$ cat src/rtl/ir_nec_decoder.sv
// NEC IR decoder: tick-timed mark/space measurement, 32-bit frame check, command hold (IR_REPEAT_EN adds repeat frames).
// Pulses appear 4 clk_50 cycles after the ir_rx edge that ends a frame; no backpressure, outputs are free-running.
module ir_nec_decoder #(
    parameter int TICK_DIV      = 500,
    parameter int HOLD_TICKS    = 12000,
    parameter int TIMEOUT_TICKS = 1100
) (
    input  logic       clk_50,
    input  logic       reset_n,
    input  logic       ir_rx,
    output logic [7:0] IR_button,
    output logic [7:0] addr,
    output logic       code_valid,
    output logic       repeat_pulse,
    output logic       frame_error,
    output logic       busy
);
    localparam int TW = (TICK_DIV > 1) ? $clog2(TICK_DIV) : 1;
    localparam int DW = $clog2(TIMEOUT_TICKS + 1);
    localparam int HW = $clog2(HOLD_TICKS + 1);
    localparam logic [TW-1:0] TICK_LAST = TW'(TICK_DIV - 1);
    localparam logic [DW-1:0] DUR_MAX   = DW'(TIMEOUT_TICKS);
    localparam logic [HW-1:0] HOLD_LOAD = HW'(HOLD_TICKS);

    typedef enum logic [2:0] {
        ST_IDLE,
        ST_LEAD_MARK,
        ST_LEAD_SPACE,
        ST_BIT_MARK,
        ST_BIT_SPACE,
        ST_REP_MARK
    } state_t;

    logic          r_sync1, r_sync2, r_sync3;
    logic          r_fall, r_rise;
    logic [TW-1:0] r_tick_cnt;
    logic [DW-1:0] r_dur;
    state_t        r_state;
    logic [5:0]    r_bitcnt;
    logic [31:0]   r_sr;
    logic [HW-1:0] r_hold;
    logic [7:0]    r_button;
    logic [7:0]    r_addr;
    logic          r_code_valid;
    logic          r_repeat;
    logic          r_error;

    logic          w_tick;
    logic          w_edge;
    logic [31:0]   w_dur;
    logic          w_unused_addr_inv;

    function automatic logic in_win(input logic [31:0] d, input logic [31:0] lo, input logic [31:0] hi);
        return (d >= lo) && (d <= hi);
    endfunction

    assign w_tick = (r_tick_cnt == TICK_LAST);
    assign w_edge = r_fall | r_rise;
    assign w_dur  = 32'(r_dur);
    // The address inverse byte is carried through the shifter but never checked.
    assign w_unused_addr_inv = ^r_sr[15:8];

    assign IR_button    = r_button;
    assign addr         = r_addr;
    assign code_valid   = r_code_valid;
    assign repeat_pulse = r_repeat;
    assign frame_error  = r_error;
    assign busy         = (r_state != ST_IDLE);

    always_ff @(posedge clk_50 or negedge reset_n) begin
        if (!reset_n) begin
            r_sync1 <= 1'b1;
            r_sync2 <= 1'b1;
            r_sync3 <= 1'b1;
            r_fall  <= 1'b0;
            r_rise  <= 1'b0;
        end else begin
            r_sync1 <= ir_rx;
            r_sync2 <= r_sync1;
            r_sync3 <= r_sync2;
            r_fall  <= r_sync3 & ~r_sync2;
            r_rise  <= ~r_sync3 & r_sync2;
        end
    end

    always_ff @(posedge clk_50 or negedge reset_n) begin
        if (!reset_n) begin
            r_tick_cnt <= '0;
            r_dur      <= '0;
        end else begin
            if (w_tick) r_tick_cnt <= '0;
            else        r_tick_cnt <= r_tick_cnt + 1'b1;
            if (w_edge)
                r_dur <= '0;
            else if (w_tick && (r_dur != DUR_MAX))
                r_dur <= r_dur + 1'b1;
        end
    end

    always_ff @(posedge clk_50 or negedge reset_n) begin
        if (!reset_n) begin
            r_state      <= ST_IDLE;
            r_bitcnt     <= '0;
            r_sr         <= '0;
            r_hold       <= '0;
            r_button     <= 8'h00;
            r_addr       <= 8'h00;
            r_code_valid <= 1'b0;
            r_repeat     <= 1'b0;
            r_error      <= 1'b0;
        end else begin
            r_code_valid <= 1'b0;
            r_repeat     <= 1'b0;
            r_error      <= 1'b0;

            // Frame decode below is later in the block, so a new command beats a same-cycle expiry.
            if (w_tick && (r_hold != '0)) begin
                r_hold <= r_hold - 1'b1;
                if (r_hold == HW'(1)) r_button <= 8'h00;
            end

            if ((r_state != ST_IDLE) && !w_edge && (r_dur == DUR_MAX)) begin
                r_error <= 1'b1;
                r_state <= ST_IDLE;
            end else begin
                case (r_state)
                    ST_IDLE: begin
                        if (r_fall) r_state <= ST_LEAD_MARK;
                    end
                    ST_LEAD_MARK: begin
                        if (r_rise) begin
                            if (in_win(w_dur, 32'd800, 32'd1000)) begin
                                r_state <= ST_LEAD_SPACE;
                            end else begin
                                r_error <= 1'b1;
                                r_state <= ST_IDLE;
                            end
                        end
                    end
                    ST_LEAD_SPACE: begin
                        if (r_fall) begin
                            if (in_win(w_dur, 32'd400, 32'd500)) begin
                                r_bitcnt <= '0;
                                r_state  <= ST_BIT_MARK;
                            end
`ifdef IR_REPEAT_EN
                            else if (in_win(w_dur, 32'd180, 32'd270)) begin
                                r_state <= ST_REP_MARK;
                            end
`endif
                            else begin
                                r_error <= 1'b1;
                                r_state <= ST_IDLE;
                            end
                        end
                    end
                    ST_BIT_MARK: begin
                        if (r_rise) begin
                            if (!in_win(w_dur, 32'd40, 32'd75)) begin
                                r_error <= 1'b1;
                                r_state <= ST_IDLE;
                            end else if (r_bitcnt == 6'd32) begin
                                r_state <= ST_IDLE;
                                if (r_sr[31:24] == ~r_sr[23:16]) begin
                                    r_button     <= r_sr[23:16];
                                    r_addr       <= r_sr[7:0];
                                    r_code_valid <= 1'b1;
                                    r_hold       <= HOLD_LOAD;
                                end else begin
                                    r_error <= 1'b1;
                                end
                            end else begin
                                r_state <= ST_BIT_SPACE;
                            end
                        end
                    end
                    ST_BIT_SPACE: begin
                        if (r_fall) begin
                            if (in_win(w_dur, 32'd40, 32'd90)) begin
                                r_sr     <= {1'b0, r_sr[31:1]};
                                r_bitcnt <= r_bitcnt + 1'b1;
                                r_state  <= ST_BIT_MARK;
                            end else if (in_win(w_dur, 32'd130, 32'd210)) begin
                                r_sr     <= {1'b1, r_sr[31:1]};
                                r_bitcnt <= r_bitcnt + 1'b1;
                                r_state  <= ST_BIT_MARK;
                            end else begin
                                r_error <= 1'b1;
                                r_state <= ST_IDLE;
                            end
                        end
                    end
`ifdef IR_REPEAT_EN
                    ST_REP_MARK: begin
                        if (r_rise) begin
                            r_state <= ST_IDLE;
                            if (!in_win(w_dur, 32'd40, 32'd75)) begin
                                r_error <= 1'b1;
                            end else if (r_hold != '0) begin
                                r_repeat <= 1'b1;
                                r_hold   <= HOLD_LOAD;
                                r_button <= r_button;
                            end
                        end
                    end
`endif
                    default: r_state <= ST_IDLE;
                endcase
            end
        end
    end
endmodule

$ cat config.mk
export PLATFORM = sky130hd
export DESIGN_NAME = ir_nec_decoder
export DESIGN_NICKNAME = d
export VERILOG_FILES = /design/src/rtl/ir_nec_decoder.sv
export SDC_FILE = /design/constraint.sdc
export NUM_CORES = 1
export LEC_CHECK = 0
export BUFFER_PORTS_ARGS = -buffer_cell sky130_fd_sc_hd__buf_2
export CORE_UTILIZATION = 68
export CTS_BUF_LIST = sky130_fd_sc_hd__clkbuf_2 sky130_fd_sc_hd__clkbuf_4 sky130_fd_sc_hd__clkbuf_8
export DETAILED_ROUTE_END_ITERATION = 7
export GPL_TIMING_DRIVEN = 0
export HOLD_SLACK_MARGIN = 0.08
export PLACE_DENSITY_LB_ADDON = 0.2
export RECOVER_POWER = 25
export SETUP_SLACK_MARGIN = 0.02
export SYNTH_ARGS = -nofsm -noshare
export SYNTH_HDL_FRONTEND = slang
export SYNTH_SLANG_ARGS = --single-unit
$ cat constraint.sdc
create_clock -name clk_50 -period 5.28 [get_ports clk_50]
set_clock_uncertainty 0.15 [all_clocks]
set_input_delay 1.056 -clock clk_50 [delete_from_list [all_inputs] [get_ports clk_50]]
set_output_delay 1.056 -clock clk_50 [all_outputs]
set_load 0.1 [all_outputs]
Word level (Yosys, flattened, before mapping). Cells that the tools add are included.

$add $sub $neg: 4. Order comparisons: 9. Equality and inequality tests: 19. Muxes and demuxes: 58. Bitwise gates (word level): 7. Reduce and logical (&&, ||, !) cells: 20.

Operator list (count): $mux 14 (7); $mux 32 (2); $mux 8 (8); $mux 6 (5); $mux 3 (8); $le 11x7->1 const B (2); $mux 11 (2); $mux 1 (18); $ne 3x3->1 const B (6); $pmux 3 s5 (1); $eq 14x1->1 const B (1); $reduce_bool 14->1 (1); $sub 14x1->14 const B (1); $pmux 6 s2 (1); $reduce_and 6->1 (2); $add 11x1->11 const B (1); $eq 11x11->1 const B (1); $ge 11x10->1 const B (1); $ge 11x6->1 const B (1); $ge 11x8->1 const B (1); $ge 11x9->1 const B (1); $le 11x10->1 const B (1); $le 11x8->1 const B (1); $le 11x9->1 const B (1); 24 further kinds (43).

Register bits after elaboration: 98. Bits of input ports: 3. Logic and storage cells: 132.

Depth between registers and ports, before layout. Gate-level depths: netlist (run 1).

Depth in word-level cells: 9. Depth in mapped cells: 8.

Worst setup path before layout (run 1). No wires, ideal clock.

Path kind: register to register. Start: register r_hold[0]. End: register r_hold[6]. Setup time: 131 ps. Data arrival time: 2218 ps. Required time: 4999 ps. Slack: 2780 ps. Stages on the path, launching flop included: 9. Path buffers: 1. Period minus slack after synthesis: 2500 ps. Cell sequence: dfrtp_1 inv_1 ha_1 or4b_2 or4_4 buf_6 nand3_4 nor3_1 or3b_1.

Cells in the longest elaborated chain, start to end: 9. Elaborated cells between the ends (all ways): 10. Those cells by class: add/sub: 1; mux: 7; reduce/logical: 2.

Ends and longest elaborated chain: start, declared (RTL line 41) `logic [HW-1:0] r_hold;`; start signal, assigned (RTL line 118) `r_hold <= r_hold - 1'b1;`; branches (longest 2 deep; another with $sub 14x1->14); $mux 14 * (RTL line 117) `if (w_tick && (r_hold != '0)) begin`; $mux 14 (RTL line 164) `if (r_sr[31:24] == ~r_sr[23:16]) begin`; $mux 14 (RTL line 162) `end else if (r_bitcnt == 6'd32) begin`; $mux 14 (RTL line 159) `if (!in_win(w_dur, 32'd40, 32'd75)) begin`; $mux 14 (RTL line 158) `if (r_rise) begin`; $mux 14 (RTL line 126) `case (r_state)`; $mux 14 * (RTL line 122) `if ((r_state != ST_IDLE) && !w_edge && (r_dur == DUR_MAX)) begin`.

Mark *: on every way between the ends. A chain may end at the register's enable or synchronous reset.

==> results.json, run 1 <==
{
  "ioPinCount": 23,
  "layout-drive-gt1-share_pct": 19.8,
  "synthTopCellsByCount": "dfrtp_1 (95), nand2_1 (34), mux2_2 (33)",
  "drt-total-wl_mm": 9.06,
  "grt_max_degree": 52,
  "slowest_delay_ps": 1890,
  "synth-seq-cells": 98,
  "first_global_vias": 3167,
  "core.rowCount": 30,
  "power_density_mw_per_mm2": 247,
  "drcViolationCount": 0,
  "cts_tree": "done",
  "netlist_instances": 441,
  "initial_core_util_pct": 70.5,
  "setup_viol": 0,
  "fin_crit_sh_pct": 61.0,
  "ys_types": 61,
  "antenna_found_initial": 0,
  "finalNetCount": 485,
  "p_leak_uw": 0.00259,
  "cts_setup_buffers": 0,
  "area_growth_pct": 9.48,
  "ys_async_sr_fraction_pct": 100,
  "grt_pass1_wl_mm": 15.1,
  "vdd_drop_max_uv": 179,
  "port_buffers": 21,
  "path_cells": "clkbuf_1",
  "clk_pin_slew_worst_paths_ps": 110,
  "numPlacedInstances": 559,
  "hold_violations": 0,
  "cp_num_buf_inv": 1,
  "cts.sinks": 98,
  "yosysMostFrequentCell": "dfrtp_1",
  "h-tree-depth": 3,
  "clk_latency_ps": 370,
  "gp_congestion": 0.877,
  "grt_use_total_pct": 26.4,
  "netlist.area_leader.share_pct": 49.3,
  "syn_area_per_cell_um2": 10.9,
  "first_pass_iters": 4,
  "cpLargestDelayFamily": "buffers and inverters",
  "yosysTopAreaCell": "dfrtp_1",
  "hpwl_mm": 6.30,
  "syn-cell-area_mm2": 0.00482,
  "antenna_cells": 0,
  "dieArea_mm2": 0.00743,
  "finalSetupTns_ps": 0,
  "rsz0062_at_grt": "false",
  "overflow": 0,
  "cp-end-kind": "asynchronous set/reset pin",
  "cap_violations": 1,
  "cp.arrival_ps": 2980,
  "ctsRootBufferMaster": "clkbuf_8",
  "vias_per_cell": 5.99,
  "layout.cells.non_filler": 575,
  "initialDrtViolationCount": 201,
  "synthFlopType": "dfrtp_1",
  "critPathRequiredTime_ps": 5040,
  "coreArea_mm2": 0.00683,
  "violations": "capacitance limit, slew limit",
  "cts_max_path_buffers": 2,
  "synthTopCellsByArea": "dfrtp_1 (49%), mux2_2 (7.7%), mux2i_1 (4.2%), xor2_1 (3.6%), nand2_1 (2.6%)",
  "drv_slew": 51,
  "critPathLaunchType": "input port",
  "via_count": 3442,
  "fmax_mhz": 310,
  "yosys_warnings": 0,
  "status": "complete, but fails checks",
  "wl_per_cell_um": 15.8,
  "cp_slowest_cell": "clkbuf_1",
  "numCtsBuffers": 9,
  "worst_pin_slew_ps": 2730,
  "die_x_um": 86.2,
  "post_dp_cell_area_mm2": 0.00507,
  "cts-hold-fix-buffers": 0,
  "final_cell_area_mm2": 0.00528,
  "ctsResizeCount": 0,
  "synth-seq-area-share_pct": 51.0,
  "crit_type": "input port to asynchronous set/reset pin",
  "min_period_ps": 3220,
  "fp.dieH_um": 86.2,
  "antenna_left": 0,
  "synth_edf_count": 0,
  "cp_max_fo": 51,
  "syn_nets": 452,
  "min-delay-path-class": "flop to flop",
  "relSlewSlack_pct": -81.7
}
[report_power, final]
| part | switching [uW] | leakage [uW] | total, uW | internal (uW) |
|---|---|---|---|---|
| Clock | 301 | 0.000104 | 492 | 190 |
| Sequential | 4.70 | 0.00134 | 759 | 755 |
| Combinational | 43.2 | 0.00114 | 53.8 | 10.7 |
| Total | 349 | 0.00259 | 1300 | 956 |
[state kept, by name (all words and copies together), names as in the netlist]
signal / cells
r_sync1: 1
r_sync3: 1
r_state: 3
r_bitcnt: 6
frame_error: 1
r_sync2: 1
r_rise: 1
addr: 8
r_dur: 11
code_valid: 1
r_hold: 14
r_fall: 1
r_tick_cnt: 9
r_sr: 32
IR_button: 8
[area by class of cell]
type                            count  area [um^2]
Buffer                             21          113
Clock buffer                        9          124
Clock inverter                      7         81.3
Fill cell                         450         1560
Inverter                           18         67.6
Multi-Input combinational cell    304         2180
Sequential cell                    98         2460
Tap cell                           96          120
Timing Repair Buffer               22          131
[layout by cell type (no fill, tap or decap), drive strengths merged, types with 3 or more instances in the layout]
master / netlist / final
nor3: 8 / 8
a31oi: 3 / 3
dfstp: 3 / 3
nand3: 15 / 15
nor2b: 4 / 4
and3: 6 / 6
or4: 7 / 7
clkinv: 0 / 3
inv: 18 / 22
or4b: 3 / 3
xor2: 20 / 20
ha: 8 / 8
nand2b: 8 / 8
o21ai: 13 / 13
a211oi: 4 / 4
and2: 3 / 3
a21oi: 13 / 13
nor2: 27 / 27
or3: 8 / 8
or2: 3 / 3
dfrtp: 95 / 95
mux2: 33 / 33
o31ai: 4 / 4
nand2: 34 / 34
nand4: 17 / 17
o211ai: 3 / 3
xnor2: 7 / 7
clkbuf: 9 / 19
nor4: 7 / 7
buf: 12 / 33
mux2i: 20 / 20
[cell families after synthesis]
family / synth area share (%)
AND/OR/NAND/NOR: 18.6
flip-flops: 51.0
AO/OA/AOI/OAI: 7.76
multiplexers: 11.9
buffers and inverters: 3.74
XOR/XNOR: 4.91
adder cells (fa/ha/maj): 2.08
other: 0.0778
[path summary, 6_finish.rpt]
check | from | to | slack [ps] | depth (start not counted)
setup / recovery | reset_n | r_sr[24] | 2060 | 1
hold / removal | r_sync1 | r_sync2 | 230 | 0
setup reg to reg | r_dur[1] | addr[3] | 2400 | 7
hold reg to reg | r_sync1 | r_sync2 | 230 | 0
max in group clk_50 | r_dur[1] | addr[3] | 2400 | 7
min in group asynchronous | reset_n | r_tick_cnt[4] | 1390 | 1
[through the flow]
| stage | power [uW] | util [%] | hold slack, ps | setup WS [ps] |
|---|---|---|---|---|
| global route | 1350 | 77.2 | 235 | 1420 |
| global placement | 825 | 73.8 | 196 | 2040 |
| floorplan | 805 | - | 195 | 2780 |
| finish | 1300 | 77.2 | 230 | 2060 |
| CTS | 1310 | 77.3 | 226 | 2420 |
| detailed placement | 829 | 74.3 | 201 | 2440 |
[routing by layer]
metal	vias to the layer above	wire, um	track usage [%]
met5	-	0	0
met4	0	91	8.94
met3	9	318	5.71
met2	75	4390	41.2
met1	1708	4260	37.3
li1	1650	-	-
Note: power is estimated with default switching activity, not from simulation.
==> run 2, diff against run 1 <==
Settings changed: CORE_UTILIZATION 68 to 57.
Clock period 5.28 ns to 2.7 ns, I/O delays scaled along.
==> results.json, run 2 (synthesized netlist as in run 1, its figures left out) <==
{
  "fmax_mhz": 379,
  "status": "finished clean",
  "cts_tree": "done",
  "ctsRootBufferMaster": "clkbuf_8",
  "cp_max_fo": 6,
  "fp.dieH_um": 94.0,
  "mostFrequentLayoutCells": "dfrtp_1 (93), nand2_1 (34), mux2_2 (33), nor2_1 (27), buf_2 (26)",
  "fin_crit_sh_pct": 97.8,
  "critPathRequiredTime_ps": 2780,
  "fin_ws_ps": 60.5,
  "area_growth_pct": 13.7,
  "setup_viol": 0,
  "power_density_mw_per_mm2": 466,
  "met3_length_um": 257,
  "largest_register_ffs": 32,
  "min_period_ps": 2640,
  "vdd_drop_max_uv": 381,
  "dieArea_mm2": 0.00883,
  "first_pass_iters": 5,
  "vias_per_cell": 5.81,
  "wl_met2_mm": 4.41,
  "drv_slew": 0,
  "numPlacedInstances": 568,
  "drt-total-wl_mm": 9.37,
  "relSlewSlack_pct": 46.1,
  "ioPinCount": 23,
  "via_count": 3494,
  "cp-end-kind": "flop",
  "critPathLaunchType": "flop",
  "drcViolationCount": 0,
  "numCtsBuffers": 9,
  "crit_type": "flop to flop",
  "pre_cts_ws_ps": -116,
  "final_util_pct": 66.7,
  "reg_top3": "r_sr (32), r_hold (14), r_dur (11)",
  "initialDrtViolationCount": 175,
  "cap_violations": 0,
  "power_uw": 2550,
  "first_global_vias": 3319,
  "overflow": 0,
  "port_buffers": 21,
  "antenna_left": 0,
  "worst_pin_slew_ps": 809,
  "clk_latency_ps": 370,
  "core.rowCount": 33,
  "min-delay-path-class": "input port to flop",
  "rsz0062_at_grt": "true",
  "grt_max_degree": 70,
  "layout.cells.non_filler": 601,
  "met1Wirelength_mm": 4.49,
  "cts.sinks": 98,
  "cts_max_path_buffers": 2,
  "dr.max_layer_used": "met4",
  "clk_pin_slew_worst_paths_ps": 110,
  "antenna_cells": 0,
  "final_common_cell": "dfrtp_1",
  "hpwl_mm": 6.37,
  "gp_congestion": 0.890,
  "antenna_found_initial": 0,
  "layout-drive-gt1-share_pct": 25.8,
  "regMostFlops": "r_sr",
  "grt_use_total_pct": 22.9,
  "h-tree-depth": 3,
  "grt_pass1_wl_mm": 15.6,
  "finalNetCount": 502,
  "cp.arrival_ps": 2720,
  "initial_core_util_pct": 58.7,
  "wl_per_cell_um": 15.6,
  "hold_violations": 0,
  "p_leak_uw": 0.00269,
  "coreArea_mm2": 0.00822,
  "die_x_um": 94.0
}
[run 2: cell count changes in the layout (fill, tap and decap cells not counted), sizes merged]
cell	before	now
clkbuf	19	22
dlygate4sd3	0	1
buf	33	46
[run 2: timing repair]
action,CTS,global route
pin swaps,0,3
gates resized for setup,7,14
setup endpoints to repair,16,34
hold buffers,1,0
endpoints found under the hold margin,26,0
buffers inserted,0,16
[run 2: worst max-delay path, stage by stage (launching register included)]
cell and delay, ps:
dfrtp_1 440, inv_2 80, ha_2 180, or4b_2 590
or4_4 440, buf_8 150, clkbuf_2 130, nand4_1 120
xor2_1 160, nand2_1 70
[run 2: layout make-up]
cell class | count | area [um^2]
inverters | 18 | 67.6
multi-input cells | 304 | 2240
well taps | 105 | 131
clock buffers | 9 | 124
flip-flops and latches | 98 | 2460
plain buffers | 21 | 124
fillers | 636 | 2740
clock inverters | 7 | 78.8
repair buffers | 39 | 260
[run 2: through the flow]
stage               hold slack (ps)  cell area, um^2  setup TNS (ps)
global route                   85.5             5480               0
global placement                197             5060           -3760
detailed placement              197             5090           -1050
CTS                            93.5             5330               0
floorplan                      94.4             4820               0
finish                          111             5480               0
[run 2: routing by layer]
metal  vias up  track usage (%)
met5         -                0
li1       1670                -
met3        21             3.88
met2        75             35.8
met4         0             10.4
met1      1728             31.3
[run 2: report_power, final]
part | total (uW) | switching (uW) | leakage, uW | internal (uW)
Sequential | 1480 | 8.74 | 0.00134 | 1480
Combinational | 107 | 85.2 | 0.00125 | 21.6
Clock | 962 | 590 | 0.000104 | 372
Total | 2550 | 684 | 0.00269 | 1870
[run 2: final timing paths]
kind,start,end,slack (ps),depth (start not counted)
worst max-delay path,r_hold[0],r_hold[10],60,9
worst min-delay path,ir_rx,r_sync1,110,1
worst max register to register,r_hold[0],r_hold[10],60,9
worst min register to register,r_sync1,r_sync2,210,0
max in group asynchronous,reset_n,r_dur[1],970,3
min in group asynchronous,reset_n,r_dur[5],630,2
==> run 3, diff against run 2 <==
Settings changed: GPL_TIMING_DRIVEN 0 to unset.
==> results.json, run 3 (synthesized netlist as in run 1, its figures left out) <==
{
  "status": "finished clean",
  "clk_pin_slew_worst_paths_ps": 110,
  "setup_viol": 0,
  "numPlacedInstances": 564,
  "r2r_slack_ps": 140,
  "cts_tree": "done",
  "ioPinCount": 23,
  "cap_violations": 0,
  "clk_latency_ps": 370,
  "timing.rr.end": "r_hold[6]",
  "relSlewSlack_pct": 40.0,
  "cp_max_fo": 9,
  "min_from": "ir_rx",
  "r2r_start": "r_hold[1]",
  "vias_per_cell": 5.65,
  "layout-drive-gt1-share_pct": 21.8,
  "fin_crit_sh_pct": 94.8,
  "min_period_ps": 2560,
  "initial_core_util_pct": 58.7,
  "holdPathStages": 1,
  "initialDrtViolationCount": 100,
  "core.rowCount": 33,
  "h-tree-depth": 3,
  "largest_register_ffs": 32,
  "grt_max_degree": 66,
  "min-delay-path-class": "input port to flop",
  "first_pass_iters": 4,
  "layout.cells.non_filler": 582,
  "reg_top3": "r_sr (32), r_hold (14), r_dur (11)",
  "gp_congestion": 0.836,
  "cp.arrival_ps": 2650,
  "antenna_left": 0,
  "port_buffers": 21,
  "grt_pass1_wl_mm": 15.4,
  "numCtsBuffers": 9,
  "cp_slowest_cell": "or4b_2",
  "ctsResizeCount": 0,
  "antenna_cells": 0,
  "critPathLaunchType": "flop",
  "cp-end-kind": "flop",
  "rsz0062_at_grt": "false",
  "hpwl_mm": 6.34,
  "finalNetCount": 483,
  "crit_type": "flop to flop",
  "worst_pin_slew_ps": 900,
  "slowest_delay_ps": 590,
  "dieArea_mm2": 0.00883,
  "via_count": 3290,
  "mostFrequentLayoutCells": "dfrtp_1 (95), nand2_1 (34), mux2_2 (33), nor2_1 (27)",
  "hold_ws_ps": 114,
  "finalSetupTns_ps": 0,
  "hold_violations": 0,
  "fp.dieH_um": 94.0,
  "fmax_mhz": 391,
  "area_growth_pct": 10.7,
  "power_density_mw_per_mm2": 473,
  "drv_slew": 0,
  "final_common_cell": "dfrtp_1",
  "regMostFlops": "r_sr",
  "cts_max_path_buffers": 2,
  "rr_worst_depth": 7,
  "vdd_drop_max_uv": 306,
  "cts.sinks": 98,
  "path_cells": "inv_1, ha_1, or4b_2, or4_4, nand3_4, nor3_1, or3b_1",
  "critPathRequiredTime_ps": 2800,
  "coreArea_mm2": 0.00822,
  "first_global_vias": 3256,
  "ctsRootBufferMaster": "clkbuf_8",
  "drt-total-wl_mm": 8.90,
  "hold_end": "r_sync1",
  "die_x_um": 94.0,
  "grt_use_total_pct": 22.3,
  "overflow": 0,
  "antenna_found_initial": 0,
  "p_leak_uw": 0.00262,
  "wl_per_cell_um": 15.3,
  "drcViolationCount": 0
}
==> run 3: how the worst max path moves through the flow <==
stage / startpoint / end / slack, ps / depth (start not counted)
detailed placement: r_hold[0] / r_hold[6] / 110 / 7
CTS: r_hold[0] / r_hold[6] / 100 / 7
floorplan: r_hold[0] / r_hold[6] / 200 / 8
global route: r_hold[1] / r_hold[6] / 60 / 7
global placement: r_hold[0] / r_hold[6] / 200 / 7
finish: r_hold[1] / r_hold[6] / 140 / 7
==> run 3: worst max-delay path, delay by kind of cell (launching register included) <==
kind | cells | cell delay (ps)
buffers and inverters | 1 | 100
AND/OR/NAND/NOR | 5 | 1640
flip-flops | 1 | 400
adder cells (fa/ha/maj) | 1 | 170
==> run 3: cell type report <==
cell class                      count  area, um^2
Sequential cell                    98        2460
Tap cell                          105         131
Multi-Input combinational cell    304        2190
Fill cell                         630        2880
Timing Repair Buffer               41         283
Inverter                           18        67.6
Clock buffer                        9         124
Clock inverter                      7        81.3
==> run 3: what timing repair did <==
item	in CTS	in global routing
hold buffers	1	0
setup buffers	0	1
setup endpoints to repair	0	1
endpoints found under the hold margin	30	0
==> run 3: power by group <==
| part | leakage [uW] | internal [uW] | total (uW) | switching [uW] |
|---|---|---|---|---|
| sequential | 0.00134 | 1480 | 1490 | 9.45 |
| clock | 0.000103 | 370 | 936 | 566 |
| combinational | 0.00118 | 19.0 | 104 | 85.1 |
==> run 3: through the flow <==
stage / utilization [%] / cell area [um^2] / setup slack, ps / power (uW)
floorplan: - / 4820 / 200 / 1570
global placement: 62.3 / 5110 / 203 / 1620
detailed placement: 62.3 / 5110 / 113 / 1620
CTS: 64.9 / 5330 / 101 / 2560
global route: 64.9 / 5340 / 55.7 / 2630
finish: 64.9 / 5340 / 141 / 2530
==> run 3: metal layers <==
layer / up-vias / track usage [%] / part of all wire [%]
met2: 44 / 36.6 / 49
met4: 0 / 7.05 / 0.88
met1: 1598 / 30.4 / 48
met3: 8 / 3.72 / 2.5
li1: 1640 / - / -
met5: - / 0 / 0
